[config.mk]
export PLATFORM = sky130hd
export DESIGN_NAME = md5_target_sequencer
export DESIGN_NICKNAME = d
export VERILOG_FILES = /design/src/rtl/md5_target_sequencer.sv
export SDC_FILE = /design/constraint.sdc
export NUM_CORES = 1
export LEC_CHECK = 0
export ABC_AREA = 1
export BUFFER_PORTS_ARGS = -buffer_cell sky130_fd_sc_hd__buf_2
export CAP_MARGIN = 0
export CELL_PAD_IN_SITES_DETAIL_PLACEMENT = 1
export CELL_PAD_IN_SITES_GLOBAL_PLACEMENT = 1
export CORE_MARGIN = 5
export CORE_UTILIZATION = 36
export DETAILED_ROUTE_END_ITERATION = 16
export PLACE_DENSITY_LB_ADDON = 0.1
export SLEW_MARGIN = 0
export SYNTH_ARGS = -nofsm -noshare
export SYNTH_HDL_FRONTEND = slang
export SYNTH_SLANG_ARGS = --single-unit
[constraint.sdc]
create_clock -name CLK -period 2.1 [get_ports CLK]
set_clock_uncertainty 0.2 [all_clocks]
set_input_delay 0 -clock CLK [delete_from_list [all_inputs] [get_ports CLK]]
set_output_delay 0 -clock CLK [all_outputs]
set_load 0.01 [all_outputs]
[src/rtl/md5_target_sequencer.sv]
// md5_target_sequencer
// Walks the MD5 target-hash table over a contiguous (mod 16) index range and
// runs one brute-force search per target, handing one result record per target
// to the host side over a valid/ready port. All outputs are registered.
// Optional feature: define MD5_SEQ_TIMEOUT_EN to add a per-target search
// timeout of TIMEOUT_CYCLES clock cycles.
//
// state  | meaning
// IDLE   | waiting for start
// SETTLE | sel just changed, waiting for the table's registered output
// LOAD   | target_load pulse (registered, high while in this state)
// START  | search_start pulse (registered, high while in this state)
// RUN    | waiting for found / exhausted (/ timeout)
// REPORT | record held until accepted; res_valid low here means run finishing

module md5_target_sequencer #(
    parameter int          SETTLE_CYCLES  = 1,
    parameter logic [31:0] TIMEOUT_CYCLES = 32'd100000000
) (
    input  logic        CLK,
    input  logic        reset,
    input  logic        start,
    input  logic        abort,
    input  logic [3:0]  first_idx,
    input  logic [3:0]  last_idx,
    output logic [3:0]  sel,
    output logic        target_load,
    output logic        search_start,
    input  logic        search_found,
    input  logic [31:0] search_word,
    input  logic        search_exhausted,
    output logic        res_valid,
    input  logic        res_ready,
    output logic [3:0]  res_idx,
    output logic        res_found,
    output logic [31:0] res_word,
    output logic        res_timeout,
    output logic        busy,
    output logic        run_done
);

    typedef enum logic [2:0] {IDLE, SETTLE, LOAD, START, RUN, REPORT} state_t;

    localparam logic [15:0] SETTLE_INIT = 16'(SETTLE_CYCLES - 1);

    state_t      state, state_nxt;
    logic [3:0]  cur, cur_nxt, end_idx, end_nxt, sel_nxt, res_idx_nxt;
    logic [15:0] settle_cnt, settle_cnt_nxt;
    logic        res_valid_nxt, res_found_nxt, res_timeout_nxt, run_done_nxt;
    logic [31:0] res_word_nxt;
    logic        target_load_nxt, search_start_nxt, busy_nxt;
    logic        tmo_hit;

`ifdef MD5_SEQ_TIMEOUT_EN
    logic [31:0] tmo_cnt;

    // Search timer: zero outside RUN, so it starts from 0 on every RUN entry.
    always_ff @(posedge CLK) begin
        if (reset || state != RUN) tmo_cnt <= '0;
        else                       tmo_cnt <= tmo_cnt + 32'd1;
    end

    assign tmo_hit = (state == RUN) && (tmo_cnt == TIMEOUT_CYCLES - 32'd1);
`else
    logic [31:0] unused_tmo_cycles;
    assign unused_tmo_cycles = TIMEOUT_CYCLES;
    assign tmo_hit = 1'b0;
`endif

    // Next-state and next-output computation; abort overrides everything.
    always_comb begin
        state_nxt       = state;
        cur_nxt         = cur;
        end_nxt         = end_idx;
        sel_nxt         = sel;
        settle_cnt_nxt  = settle_cnt;
        res_valid_nxt   = res_valid;
        res_idx_nxt     = res_idx;
        res_found_nxt   = res_found;
        res_word_nxt    = res_word;
        res_timeout_nxt = res_timeout;
        run_done_nxt    = 1'b0;

        case (state)
            IDLE: begin
                if (start) begin
                    cur_nxt        = first_idx;
                    end_nxt        = last_idx;
                    sel_nxt        = first_idx;
                    settle_cnt_nxt = SETTLE_INIT;
                    state_nxt      = SETTLE;
                end
            end
            SETTLE: begin
                if (settle_cnt == 16'd0) state_nxt = LOAD;
                else                     settle_cnt_nxt = settle_cnt - 16'd1;
            end
            LOAD:  state_nxt = START;
            START: state_nxt = RUN;
            RUN: begin
                if (search_found || search_exhausted || tmo_hit) begin
                    res_valid_nxt   = 1'b1;
                    res_idx_nxt     = cur;
                    res_found_nxt   = search_found;
                    res_word_nxt    = search_found ? search_word : 32'd0;
                    res_timeout_nxt = !search_found && !search_exhausted;
                    state_nxt       = REPORT;
                end
            end
            REPORT: begin
                if (res_valid && res_ready) begin
                    res_valid_nxt = 1'b0;
                    if (cur == end_idx) begin
                        run_done_nxt = 1'b1;
                    end else begin
                        cur_nxt        = cur + 4'd1;
                        sel_nxt        = cur + 4'd1;
                        settle_cnt_nxt = SETTLE_INIT;
                        state_nxt      = SETTLE;
                    end
                end else if (!res_valid) begin
                    state_nxt = IDLE;
                end
            end
            default: state_nxt = IDLE;
        endcase

`ifndef MD5_SEQ_TIMEOUT_EN
        res_timeout_nxt = 1'b0;
`endif

        if (abort) begin
            state_nxt       = IDLE;
            cur_nxt         = 4'd0;
            end_nxt         = 4'd0;
            sel_nxt         = 4'd0;
            settle_cnt_nxt  = 16'd0;
            res_valid_nxt   = 1'b0;
            res_idx_nxt     = 4'd0;
            res_found_nxt   = 1'b0;
            res_word_nxt    = 32'd0;
            res_timeout_nxt = 1'b0;
            run_done_nxt    = 1'b0;
        end

        target_load_nxt  = (state_nxt == LOAD);
        search_start_nxt = (state_nxt == START);
        busy_nxt         = (state_nxt != IDLE);
    end

    // State and output registers.
    always_ff @(posedge CLK) begin
        if (reset) begin
            state        <= IDLE;
            cur          <= 4'd0;
            end_idx      <= 4'd0;
            settle_cnt   <= 16'd0;
            sel          <= 4'd0;
            target_load  <= 1'b0;
            search_start <= 1'b0;
            res_valid    <= 1'b0;
            res_idx      <= 4'd0;
            res_found    <= 1'b0;
            res_word     <= 32'd0;
            res_timeout  <= 1'b0;
            busy         <= 1'b0;
            run_done     <= 1'b0;
        end else begin
            state        <= state_nxt;
            cur          <= cur_nxt;
            end_idx      <= end_nxt;
            settle_cnt   <= settle_cnt_nxt;
            sel          <= sel_nxt;
            target_load  <= target_load_nxt;
            search_start <= search_start_nxt;
            res_valid    <= res_valid_nxt;
            res_idx      <= res_idx_nxt;
            res_found    <= res_found_nxt;
            res_word     <= res_word_nxt;
            res_timeout  <= res_timeout_nxt;
            busy         <= busy_nxt;
            run_done     <= run_done_nxt;
        end
    end

endmodule

Yosys cells after proc, flatten, opt, wreduce, memory -nomap -nowiden:

Cells that the tools add are included.
Widths: inputs -> output; s select.

* add/sub/neg operators: 2
* equality and inequality tests: 13
* multiplexer cells: 22
* bitwise gates (word level): 2
* reduce and logical (&&, ||, !) cells: 15

Operator list (number)
* $mux 16: 4
* $pmux 16 s3: 1
* $mux 32: 1
* $mux 3: 7
* $pmux 3 s6: 1
* $logic_not 16->1: 1
* $sub 16x1->16 const B: 1
* $eq 3x2->1 const B: 4
* $mux 4: 3
* $ne 2x2->1 const B: 5
* $pmux 4 s2: 1
* $eq 3x3->1 const B: 2
* $reduce_bool 3->1: 2
* $reduce_and 5->1: 1
* $add 4x1->4 const B: 1
* $eq 4x4->1: 1
* $reduce_and 2->1: 2
* $reduce_and 4->1: 1
* $reduce_bool 2->1: 2
* $reduce_or 4->1: 1
* $eq 3x1->1 const B: 1
* $logic_not 3->1: 1
* $mux 1: 3
* $reduce_and 3->1: 1
* 5 further kinds: 6

* register bits after elaboration: 69
* output and inout bits: 47

Logic depth before layout (Yosys ltp):

Gate-level depths: netlist (run 1).

* word-level depth: 6
* gate-level depth with buffers: 11
* depth with buffers taken out: 11

Least setup slack after synthesis (run 1):

OpenSTA, ideal clock, no wires.

* path type: flip-flop to flip-flop
* start: register cur[0]
* end: register settle_cnt[10]
* library setup time: 70 ps
* arrival time: 1293 ps
* data required time: 1830 ps
* path slack: 537 ps
* stages on the path, launching flop included: 10
* path buffers: 1
* cells stage by stage: dfxtp_1 -> inv_1 -> nand2_1 -> nand2_1 -> nor2_1 -> nand3_2 -> nand3_2 -> buf_6 -> nand2_1 -> a21oi_1

* longest elaborated chain between the ends: 3

Ends and longest elaborated chain
* start: declaration: RTL line 47 `logic [3:0] cur, cur_nxt, end_idx, end_nxt, sel_nxt, res_idx_nxt;`
* start signal: assignment: RTL line 170 `cur <= cur_nxt;`
* $eq 4x4->1: RTL line 113 `if (cur == end_idx) begin`
* $ne 2x2->1 (no source line)
* $reduce_and 5->1 (no source line)
* end signal: assignment: RTL line 172 `settle_cnt <= settle_cnt_nxt;`
* end: declaration: RTL line 48 `logic [15:0] settle_cnt, settle_cnt_nxt;`

Every way passes these cells.
A chain may end at the register's enable or synchronous reset.

Final worst setup path (run 1):

* start: input port search_exhausted
* end: register res_word[18]

* longest elaborated chain between the ends: 2

Ends and longest elaborated chain
* start: declaration: RTL line 31 `input logic search_exhausted,`
* $logic_or 1x1->1: RTL line 101 `if (search_found || search_exhausted || tmo_hit) begin`
* $reduce_and 2->1 (no source line)
* end signal: assignment: RTL line 179 `res_word <= res_word_nxt;`
* end: declaration: RTL line 36 `output logic [31:0] res_word,`

Every way passes these cells.

==> results.yml, run 1 <==
status:
  status: "finished clean"
worst_setup_path:
  timing.rr.start: "cur[0]"
  required_ns: 2.12
  slowest_stage: "dlygate4sd3_1"
  cpPeakStageDelay_ns: 0.57
  setup.worst_path.end_class: "flip-flop"
  crit_chain: "dlygate4sd3_1 -> buf_2 -> nor2_1 -> dlygate4sd3_1 -> nor2_2 -> inv_2 -> buf_12 -> nand2_1 -> a21oi_1"
  path_max_fanout: 37
  arrival_ns: 1.97
  reg2reg_to: "settle_cnt[10]"
  crit_buf_inv: 5
  critPathKind: "in -> reg"
  cpMostUsedCell: "dlygate4sd3_1"
  critical_path.top_delay_family: "buffers and inverters"
  reg2reg_depth: 8
  r2r_slack_ns: 0.26
  critPathLaunchType: "input pin"
finish:
  drive_gt1_frac: 0.216
  n_fill_cell: 1146
  nets: 665
  area_delta_synth_final_pct: 39.0
  stdcell_count: 728
  final_util: 0.516
global_route:
  antenna_found_initial: 1
  grt_overflow: 0
  grt_max_degree: 38
  grt_pass1_wl_um: 18100
  grt_pass1_vias: 3757
  grtUsageTotal: 0.198
timing:
  setup_viol: 0
  max_freq_mhz: 515
  finalCritPeriodShare: 0.924
  timing.setup.tns_ns: 0
  period_needed_ns: 1.94
  final_hold_viol_count: 0
  final-max-slew-violation-count: 0
  setup_ws_ns: 0.159
  rsz0062_at_grt: "no"
clock_tree:
  clkSinkCount: 69
  insertion_delay_ns: 0.35
  clockBufferDepth: 2
  cts_tree: "done"
  htreeDepth: 3
  cts-resized-gates: 0
  cts_inserted_buffers: 9
  path_clk_slew_ns: 0.08
  cts_root_buf: "clkbuf_8"
min_path:
  hold_start: "start"
  worstHoldPathType: "in -> reg"
  hold_path_depth: 5
  min_to: "end_idx[3]"
placed_design:
  io_buffer_count: 92
  dp_hpwl_um: 6980
  place_ws_ns: 0.262
  routabilityCongestion: 0.802
  dp.cells: 667
pwr:
  power_frac_seq: 0.437
  switchingPower_mw: 0.779
  power.density_mw_per_mm2: 681
  vdd_ir_drop_max_mv: 0.333
  switching_share: 0.254
  cellInternalPower_mw: 2.28
  power_frac_comb: 0.131
  pwr-share-clk: 0.432
  leakage_nw: 2.09
route:
  ant_nets: 0
  drc_errors: 0
  initialDrtViolationCount: 127
  vias: 3544
  drt-total-wl_um: 10700
  wire_per_inst_um: 14.6
  drt_first_pass_iters: 4
  routed_via_density: 4.87
synthesis:
  yosysSeqAreaShare: 0.427
  synthCells: 478
  synth_fp_nets: 528
  synth_warnings: 0
  synthDistinctLibCells: 27
  synth_area_mm2: 0.00324
  avgSynthCellArea_um2: 6.77
  ys_ff_latch: 69
floorplanning:
  die_area_mm2: 0.0110
  fp-row-count: 34
  dieHeight_um: 105
  die_w_um: 105
  initial_core_util: 0.371
  ios: 94
  core_region_area_mm2: 0.00872
job:
  cap_violations: 0
-- worst register-to-register path: stages, from the launching register on --
cell	delay [ns]
dfxtp_1	0.51
inv_1	0.07
nand2_1	0.06
nand2_1	0.05
nor2_1	0.17
nand3_2	0.16
nand3_2	0.30
nand2_1	0.11
a21oi_1	0.15
-- layout make-up --
cell class	count	area, um^2	area share
well taps	108	135	0.0301
multi-input cells	346	1590	0.354
diodes	1	2.50	0.000556
clock buffers	9	124	0.0275
flip-flops and latches	69	1380	0.307
inverters	43	161	0.0359
repair buffers	146	991	0.220
clock inverters	6	111	0.0248
-- cell usage in the layout (no fill, tap or decap), drive strengths merged, types with 2 or more instances in the layout --
cell type,count
a21oi,65
buf,101
bufinv,3
clkbuf,9
clkinv,2
dfxtp,69
dlygate4sd3,45
ha,3
inv,43
nand2,149
nand3,51
nor2,55
nor3,4
o21ai,7
xnor2,5
xor2,3
-- metrics by stage --
stage / power, mW / cell area (um^2) / hold WS, ns
after floorplan: 1.60 / 3240 / -0.0386
after global placement: 1.70 / 3810 / 0.0739
after detailed placement: 1.71 / 3810 / 0.0812
after CTS: 3.09 / 4490 / 0.0316
after global routing: 3.21 / 4500 / 0.0488
final: 3.06 / 4500 / 0.0262
-- sequential cells by signal, summed over array words and instances (netlist names) --
name,cells
res_word,32
target_load,1
res_valid,1
end_idx,4
settle_cnt,16
run_done,1
search_start,1
res_idx,4
res_found,1
busy,1
state,3
cur,4
-- layer usage --
| layer | wire [um] | track usage | up-vias |
|---|---|---|---|
| li1 | - | - | 1792 |
| met1 | 4730 | 0.233 | 1652 |
| met2 | 5270 | 0.349 | 75 |
| met3 | 367 | 0.0456 | 25 |
| met4 | 294 | 0.0767 | 0 |
| met5 | 0 | 0 | - |
-- synthesized netlist by cell type, drive strengths merged --
cell type | instances | share of area
o21ai | 7 | 0.011
dfxtp | 69 | 0.43
nor3 | 4 | 0.0062
nand2 | 149 | 0.17
nor3b | 1 | 0.0023
nor2 | 55 | 0.073
o21a | 1 | 0.0023
a21oi | 65 | 0.10
mux2i | 1 | 0.0031
nand3 | 51 | 0.085
buf | 11 | 0.021
clkbuf | 9 | 0.010
conb | 1 | 0.0012
ha | 3 | 0.012
clkinv | 1 | 0.0012
inv | 42 | 0.049
xnor2 | 5 | 0.014
xor2 | 3 | 0.0081
-- power by group through the flow --
| stage | registers, mW | clock network (mW) | logic (mW) |
|---|---|---|---|
| after floorplan | 1.37 | 0 | 0.225 |
| after global placement | 1.37 | 0 | 0.328 |
| after detailed placement | 1.37 | 0 | 0.335 |
| after CTS | 1.34 | 1.35 | 0.403 |
| after global routing | 1.34 | 1.41 | 0.455 |
| final | 1.34 | 1.32 | 0.401 |
-- timing repair --
action,4_1_cts,5_1_grt
buffers inserted,0,0
hold buffers,45,0
endpoints found under the hold margin,53,0
-- kinds of logic (layout without fill, tap and decap cells) --
logic type	Yosys count	in the layout	share of synthesized area
fa+ha+maj	3	3	0.0116
mux	1	1	0.00309
simple gates	260	260	0.340
compound gates	73	73	0.114
flops	69	69	0.427
other cells	1	2	0.00116
buf+inv	63	204	0.0816
xor+xnor	8	8	0.0217
-- worst max-delay path by stage --
| stage | from | endpoint | slack [ns] | depth (start not counted) |
|---|---|---|---|---|
| after global routing | cur[0] | settle_cnt[8] | 0.03 | 8 |
| after CTS | search_exhausted | busy | 0.21 | 9 |
| after floorplan | cur[0] | settle_cnt[10] | 0.54 | 9 |
| after detailed placement | cur[0] | settle_cnt[10] | 0.26 | 8 |
| final | search_exhausted | res_word[18] | 0.16 | 9 |
| after global placement | state[2] | settle_cnt[1] | 0.30 | 7 |
Power figures use the tool's default switching activity.
==> run 2: changes to the inputs <==
--- a/config.mk
+++ b/config.mk
@@ -11,7 +11,8 @@
 export CELL_PAD_IN_SITES_DETAIL_PLACEMENT = 1
 export CELL_PAD_IN_SITES_GLOBAL_PLACEMENT = 1
 export CORE_MARGIN = 5
-export CORE_UTILIZATION = 36
+export CORE_UTILIZATION = 37
+export CTS_BUF_LIST = sky130_fd_sc_hd__clkbuf_8
 export DETAILED_ROUTE_END_ITERATION = 16
 export PLACE_DENSITY_LB_ADDON = 0.1
 export SLEW_MARGIN = 0
==> constraint.sdc (replaced) <==
create_clock -name CLK -period 1.8 [get_ports CLK]
set_clock_uncertainty 0.2 [all_clocks]
set_input_delay 0 -clock CLK [delete_from_list [all_inputs] [get_ports CLK]]
set_output_delay 0 -clock CLK [all_outputs]
set_load 0.01 [all_outputs]
==> run 2 against run 1 <==
Effect of this change:
- sequential share of layout area down 1.3 points
- combinational power up 36%
- first-iteration DRC count down 19%
- setup slack worse by 0.030 ns
- non-clock buffer count up 19
- core utilization up 3.0 points
- count of clock-buffer cells in the layout unchanged
- routed wire length up 5.3%
- power up 11%
- critical path depth unchanged
- die area down 2.4%
- via count up 3.1%
- largest power group unchanged
==> results.yml, run 2 (synthesis results as in run 1) <==
route:
  routed_via_density: 4.89
  drt-total-wl_um: 11200
  wire_per_inst_um: 15.0
  drc_errors: 0
  initialDrtViolationCount: 103
  ant_nets: 0
  drt_first_pass_iters: 4
  vias: 3654
pwr:
  switchingPower_mw: 0.952
  pwr-share-clk: 0.379
  vdd_ir_drop_max_mv: 0.341
  power_frac_seq: 0.460
  power_frac_comb: 0.161
  power.density_mw_per_mm2: 719
  leakage_nw: 2.20
  cellInternalPower_mw: 2.44
  switching_share: 0.281
timing:
  final_hold_viol_count: 0
  setup_ws_ns: 0.129
  timing.hold.ws_ns: 0.0422
  final-max-slew-violation-count: 0
  rsz0062_at_grt: "no"
  setup_viol: 0
  finalCritPeriodShare: 0.928
  max_freq_mhz: 598
  period_needed_ns: 1.67
  timing.setup.tns_ns: 0
floorplanning:
  fp-row-count: 34
  die_w_um: 104
  dieHeight_um: 104
  ios: 94
  core_region_area_mm2: 0.00864
  initial_core_util: 0.375
  die_area_mm2: 0.0107
placed_design:
  io_buffer_count: 92
  detailed_place.area_mm2: 0.00397
  dp.cells: 685
  routabilityCongestion: 0.814
  place_ws_ns: 0.0602
  dp_hpwl_um: 7180
finish:
  layout_commonest_cell: "nand2_1"
  multi_input_area_mm2: 0.00167
  diodes: 0
  stdcell_count: 747
  design_area_mm2: 0.00471
  top_register: "res_word"
  drive_gt1_frac: 0.274
  area_delta_synth_final_pct: 45.7
  n_fill_cell: 1120
  largest_register_ffs: 32
  most-common-layout-cells: "147 x nand2_1, 92 x buf_2, 66 x dfxtp_1"
  seq_area_mm2: 0.00139
  reg_top3: "res_word (32), settle_cnt (16)"
  nets: 684
worst_setup_path:
  cp-endpoint: "settle_cnt[0]"
  reg2reg_to: "settle_cnt[0]"
  timing.rr.start: "settle_cnt[0]"
  r2r_slack_ns: 0.13
  arrival_ns: 1.76
  required_ns: 1.88
  critPathKind: "reg -> reg"
  critPathLaunch: "settle_cnt[0]"
  reg2reg_depth: 9
  path_max_fanout: 6
  critPathLaunchType: "flip-flop"
  setup.worst_path.end_class: "flip-flop"
global_route:
  grt_pass1_wl_um: 18800
  antenna_found_initial: 0
  grt_pass1_vias: 3930
  grt_overflow: 0
  grt_max_degree: 50
  grtUsageTotal: 0.211
clock_tree:
  clkSinkCount: 69
  cts_tree: "done"
  htreeDepth: 3
  clockBufferDepth: 2
  cts_root_buf: "clkbuf_8"
  path_clk_slew_ns: 0.07
  insertion_delay_ns: 0.35
  cts_inserted_buffers: 9
min_path:
  worstHoldPathType: "in -> reg"
  hold_start: "search_found"
status:
  status: "finished clean"
job:
  cap_violations: 0
run 2: how the worst min path moves through the flow:
stage | depth (start not counted) | slack, ns | to
2_1_floorplan | 3 | -0.04 | search_start
3_3_place_gp | 3 | 0.07 | res_word[19]
3_5_place_dp | 3 | 0.08 | res_word[7]
4_1_cts | 5 | 0.01 | end_idx[3]
5_1_grt | 4 | 0.05 | res_word[19]
6_report | 4 | 0.04 | res_found
run 2: cell type report:
type | instances | share of cell area
clock buffers | 9 | 0.0263
clock inverters | 7 | 0.0157
inverters | 43 | 0.0348
multi-input cells | 346 | 0.353
flip-flops and latches | 69 | 0.294
well taps | 108 | 0.0287
repair buffers | 165 | 0.247
run 2: timing repair:
| item | in CTS | in global routing |
|---|---|---|
| endpoints found under the hold margin | 48 | 4 |
| buffers inserted | 0 | 2 |
| endpoints found under the setup margin | 1 | 65 |
| pin swaps | 0 | 3 |
| gates resized for setup | 1 | 31 |
| hold buffers | 43 | 1 |
run 2: critical path, stage by stage (launching register included):
cell and delay (ns):
dfxtp_2 0.34, inv_2 0.08, ha_1 0.15, nand3_1 0.08, nor2_2 0.15, nand3_2 0.14
nand3_4 0.12, buf_6 0.13, nand2_1 0.07, a21oi_2 0.13
run 2: power by group through the flow:
stage               clock (mW)  combinational [mW]  sequential, mW
detailed placement           0               0.430            1.60
global placement             0               0.422            1.59
finish                    1.28               0.546            1.56
CTS                       1.32               0.509            1.56
global route              1.39               0.603            1.56
floorplan                    0               0.262            1.60
run 2: metal layers:
layer,share of wire,wire length [um],vias to the layer above,track usage
met5,0,0,-,0
met4,0.032,362,0,0.0947
met3,0.039,439,29,0.0479
met2,0.52,5890,80,0.388
met1,0.40,4540,1720,0.228
li1,-,-,1825,-
run 2: stage by stage:
stage	power (mW)	utilization
after floorplan	1.86	-
after global placement	2.02	0.460
after detailed placement	2.03	0.460
after CTS	3.39	0.533
after global routing	3.56	0.546
final	3.39	0.546
==> run 3: changes to the inputs <==
--- a/config.mk
+++ b/config.mk
@@ -11,9 +11,10 @@
 export CELL_PAD_IN_SITES_DETAIL_PLACEMENT = 1
 export CELL_PAD_IN_SITES_GLOBAL_PLACEMENT = 1
 export CORE_MARGIN = 5
-export CORE_UTILIZATION = 37
+export CORE_UTILIZATION = 40
 export CTS_BUF_LIST = sky130_fd_sc_hd__clkbuf_8
 export DETAILED_ROUTE_END_ITERATION = 16
+export MAX_ROUTING_LAYER = met4
 export PLACE_DENSITY_LB_ADDON = 0.1
 export SLEW_MARGIN = 0
 export SYNTH_ARGS = -nofsm -noshare
==> constraint.sdc (replaced) <==
create_clock -name CLK -period 2 [get_ports CLK]
set_clock_uncertainty 0.2 [all_clocks]
set_input_delay 0 -clock CLK [delete_from_list [all_inputs] [get_ports CLK]]
set_output_delay 0 -clock CLK [all_outputs]
set_load 0.01 [all_outputs]
==> run 3 against run 2 <==
Effect of this change:
- cell area down 4.6%
- count of clock-buffer cells in the layout unchanged
- die area down 6.8%
- sequential share of layout area up 1.3 points
- register-to-register slack better by 0.05 ns
- combinational power down 18%
- global-route usage up 4.6 points
- cell count down 3.1%
- core utilization up 3.0 points
- critical path depth down 3
- sequential power down 9.6%
- critical path type unchanged
- critical endpoint is now cur[3]
- highest routed layer unchanged
==> results.yml, run 3 (synthesis results as in run 1) <==
route:
  routed_via_density: 5.07
  drt-total-wl_um: 12100
  ant_nets: 0
  drc_errors: 0
  vias: 3673
  initialDrtViolationCount: 105
  drt_first_pass_iters: 4
  wire_per_inst_um: 16.8
worst_setup_path:
  crit_chain: "inv_2 -> nor2_4 -> inv_1 -> o21ai_0 -> nand2_1 -> a21oi_1"
  cpPeakStageDelay_ns: 0.50
  crit_buf_inv: 2
  critPathKind: "reg -> reg"
  reg2reg_to: "cur[3]"
  slowest_stage: "dfxtp_1"
  required_ns: 2.07
  r2r_slack_ns: 0.18
  critical_path.top_delay_family: "flip-flops"
  critPathLaunchType: "flip-flop"
  setup.worst_path.end_class: "flip-flop"
  timing.rr.start: "state[2]"
  arrival_ns: 1.89
  reg2reg_depth: 6
  path_max_fanout: 7
finish:
  final_util: 0.576
  nets: 666
  drive_gt1_frac: 0.225
  design_area_mm2: 0.00450
  most-common-layout-cells: "148 x nand2_1, 92 x buf_2, 68 x dfxtp_1"
  n_fill_cell: 1038
  top_register: "res_word"
  layout_commonest_cell: "nand2_1"
  area_delta_synth_final_pct: 38.9
  reg_top3: "res_word (32), settle_cnt (16)"
  largest_register_ffs: 32
  stdcell_count: 724
placed_design:
  dp.cells: 663
  detailed_place.area_mm2: 0.00385
  routabilityCongestion: 0.852
  dp_hpwl_um: 7210
  io_buffer_count: 92
global_route:
  grt_pass1_vias: 4035
  antenna_found_initial: 1
  grt_pass1_wl_um: 19900
  grtUsageTotal: 0.258
  grt_max_degree: 34
  grt_overflow: 0
status:
  status: "finished clean"
clock_tree:
  clkSinkCount: 69
  insertion_delay_ns: 0.36
  cts_root_buf: "clkbuf_8"
  cts_tree: "done"
  cts_inserted_buffers: 9
  htreeDepth: 3
  path_clk_slew_ns: 0.10
  clockBufferDepth: 2
min_path:
  worstHoldPathType: "in -> reg"
  hold_start: "search_found"
  min_to: "res_word[20]"
  hold_path_depth: 4
job:
  cap_violations: 0
timing:
  setup_viol: 0
  relSlewSlack: 0.438
  final_hold_viol_count: 0
  final-max-slew-violation-count: 0
  finalCritPeriodShare: 0.912
  rsz0062_at_grt: "no"
  period_needed_ns: 1.82
  timing.setup.tns_ns: 0
  worst_slew_pin_slew_ns: 0.841
  max_freq_mhz: 548
pwr:
  leakage_nw: 2.09
  power.density_mw_per_mm2: 652
  vdd_ir_drop_max_mv: 0.441
floorplanning:
  ios: 94
  core_region_area_mm2: 0.00781
  die_w_um: 99.9
  initial_core_util: 0.414
  dieHeight_um: 99.9
  die_area_mm2: 0.00999
  fp-row-count: 32
run 3: layer usage:
layer,global-route usage,share of wire,vias up
met5,-,0,-
met4,0.0945,0.030,0
met3,0.0459,0.040,26
met2,0.468,0.53,95
met1,0.279,0.40,1754
li1,-,-,1798
run 3: worst max path at each step:
stage | from | endpoint | slack (ns) | depth (start not counted)
after floorplan | cur[0] | settle_cnt[10] | 0.44 | 9
after global placement | cur[0] | settle_cnt[14] | 0.24 | 8
after detailed placement | cur[0] | settle_cnt[10] | 0.15 | 8
after CTS | cur[0] | settle_cnt[5] | 0.12 | 8
after global routing | settle_cnt[0] | settle_cnt[14] | 0.06 | 8
final | state[2] | cur[3] | 0.18 | 6
run 3: what timing repair did:
action                                  CTS  global route
gates resized for setup                   0             3
setup buffers                             0             1
hold endpoints to repair                 49             0
hold buffers                             43             0
endpoints found under the setup margin    0            20
run 3: report_power, final:
part | total [mW] | internal (mW) | switching [mW] | leakage, nW
clock | 1.07 | 0.454 | 0.620 | 0.0856
sequential | 1.41 | 1.39 | 0.0177 | 0.558
combinational | 0.447 | 0.198 | 0.250 | 1.45
run 3: per-stage QoR:
| stage | setup slack [ns] | total power [mW] | hold WS, ns |
|---|---|---|---|
| 3_5_place_dp | 0.152 | 1.79 | 0.0775 |
| 5_1_grt | 0.0608 | 3.07 | 0.0415 |
| 2_1_floorplan | 0.437 | 1.68 | -0.0386 |
| 4_1_cts | 0.121 | 2.90 | 0.00879 |
| 6_report | 0.177 | 2.93 | 0.0360 |
| 3_3_place_gp | 0.241 | 1.78 | 0.0720 |
run 3: final cells by class:
class,count,area [um^2],share of cell area
Multi-Input combinational cell,346,1600,0.357
Sequential cell,69,1380,0.308
Timing Repair Buffer,147,1040,0.232
Inverter,43,161,0.0359
Tap cell,102,128,0.0284
Clock buffer,9,124,0.0276
Clock inverter,7,51.3,0.0114
Antenna cell,1,2.50,0.000557
run 3: worst reg2reg max path, delay by kind of cell, from the launching register on:
kind	cells	cell delay, ns
flip-flops	1	0.50
AO/OA/AOI/OAI	2	0.46
AND/OR/NAND/NOR	2	0.33
buffers and inverters	2	0.26
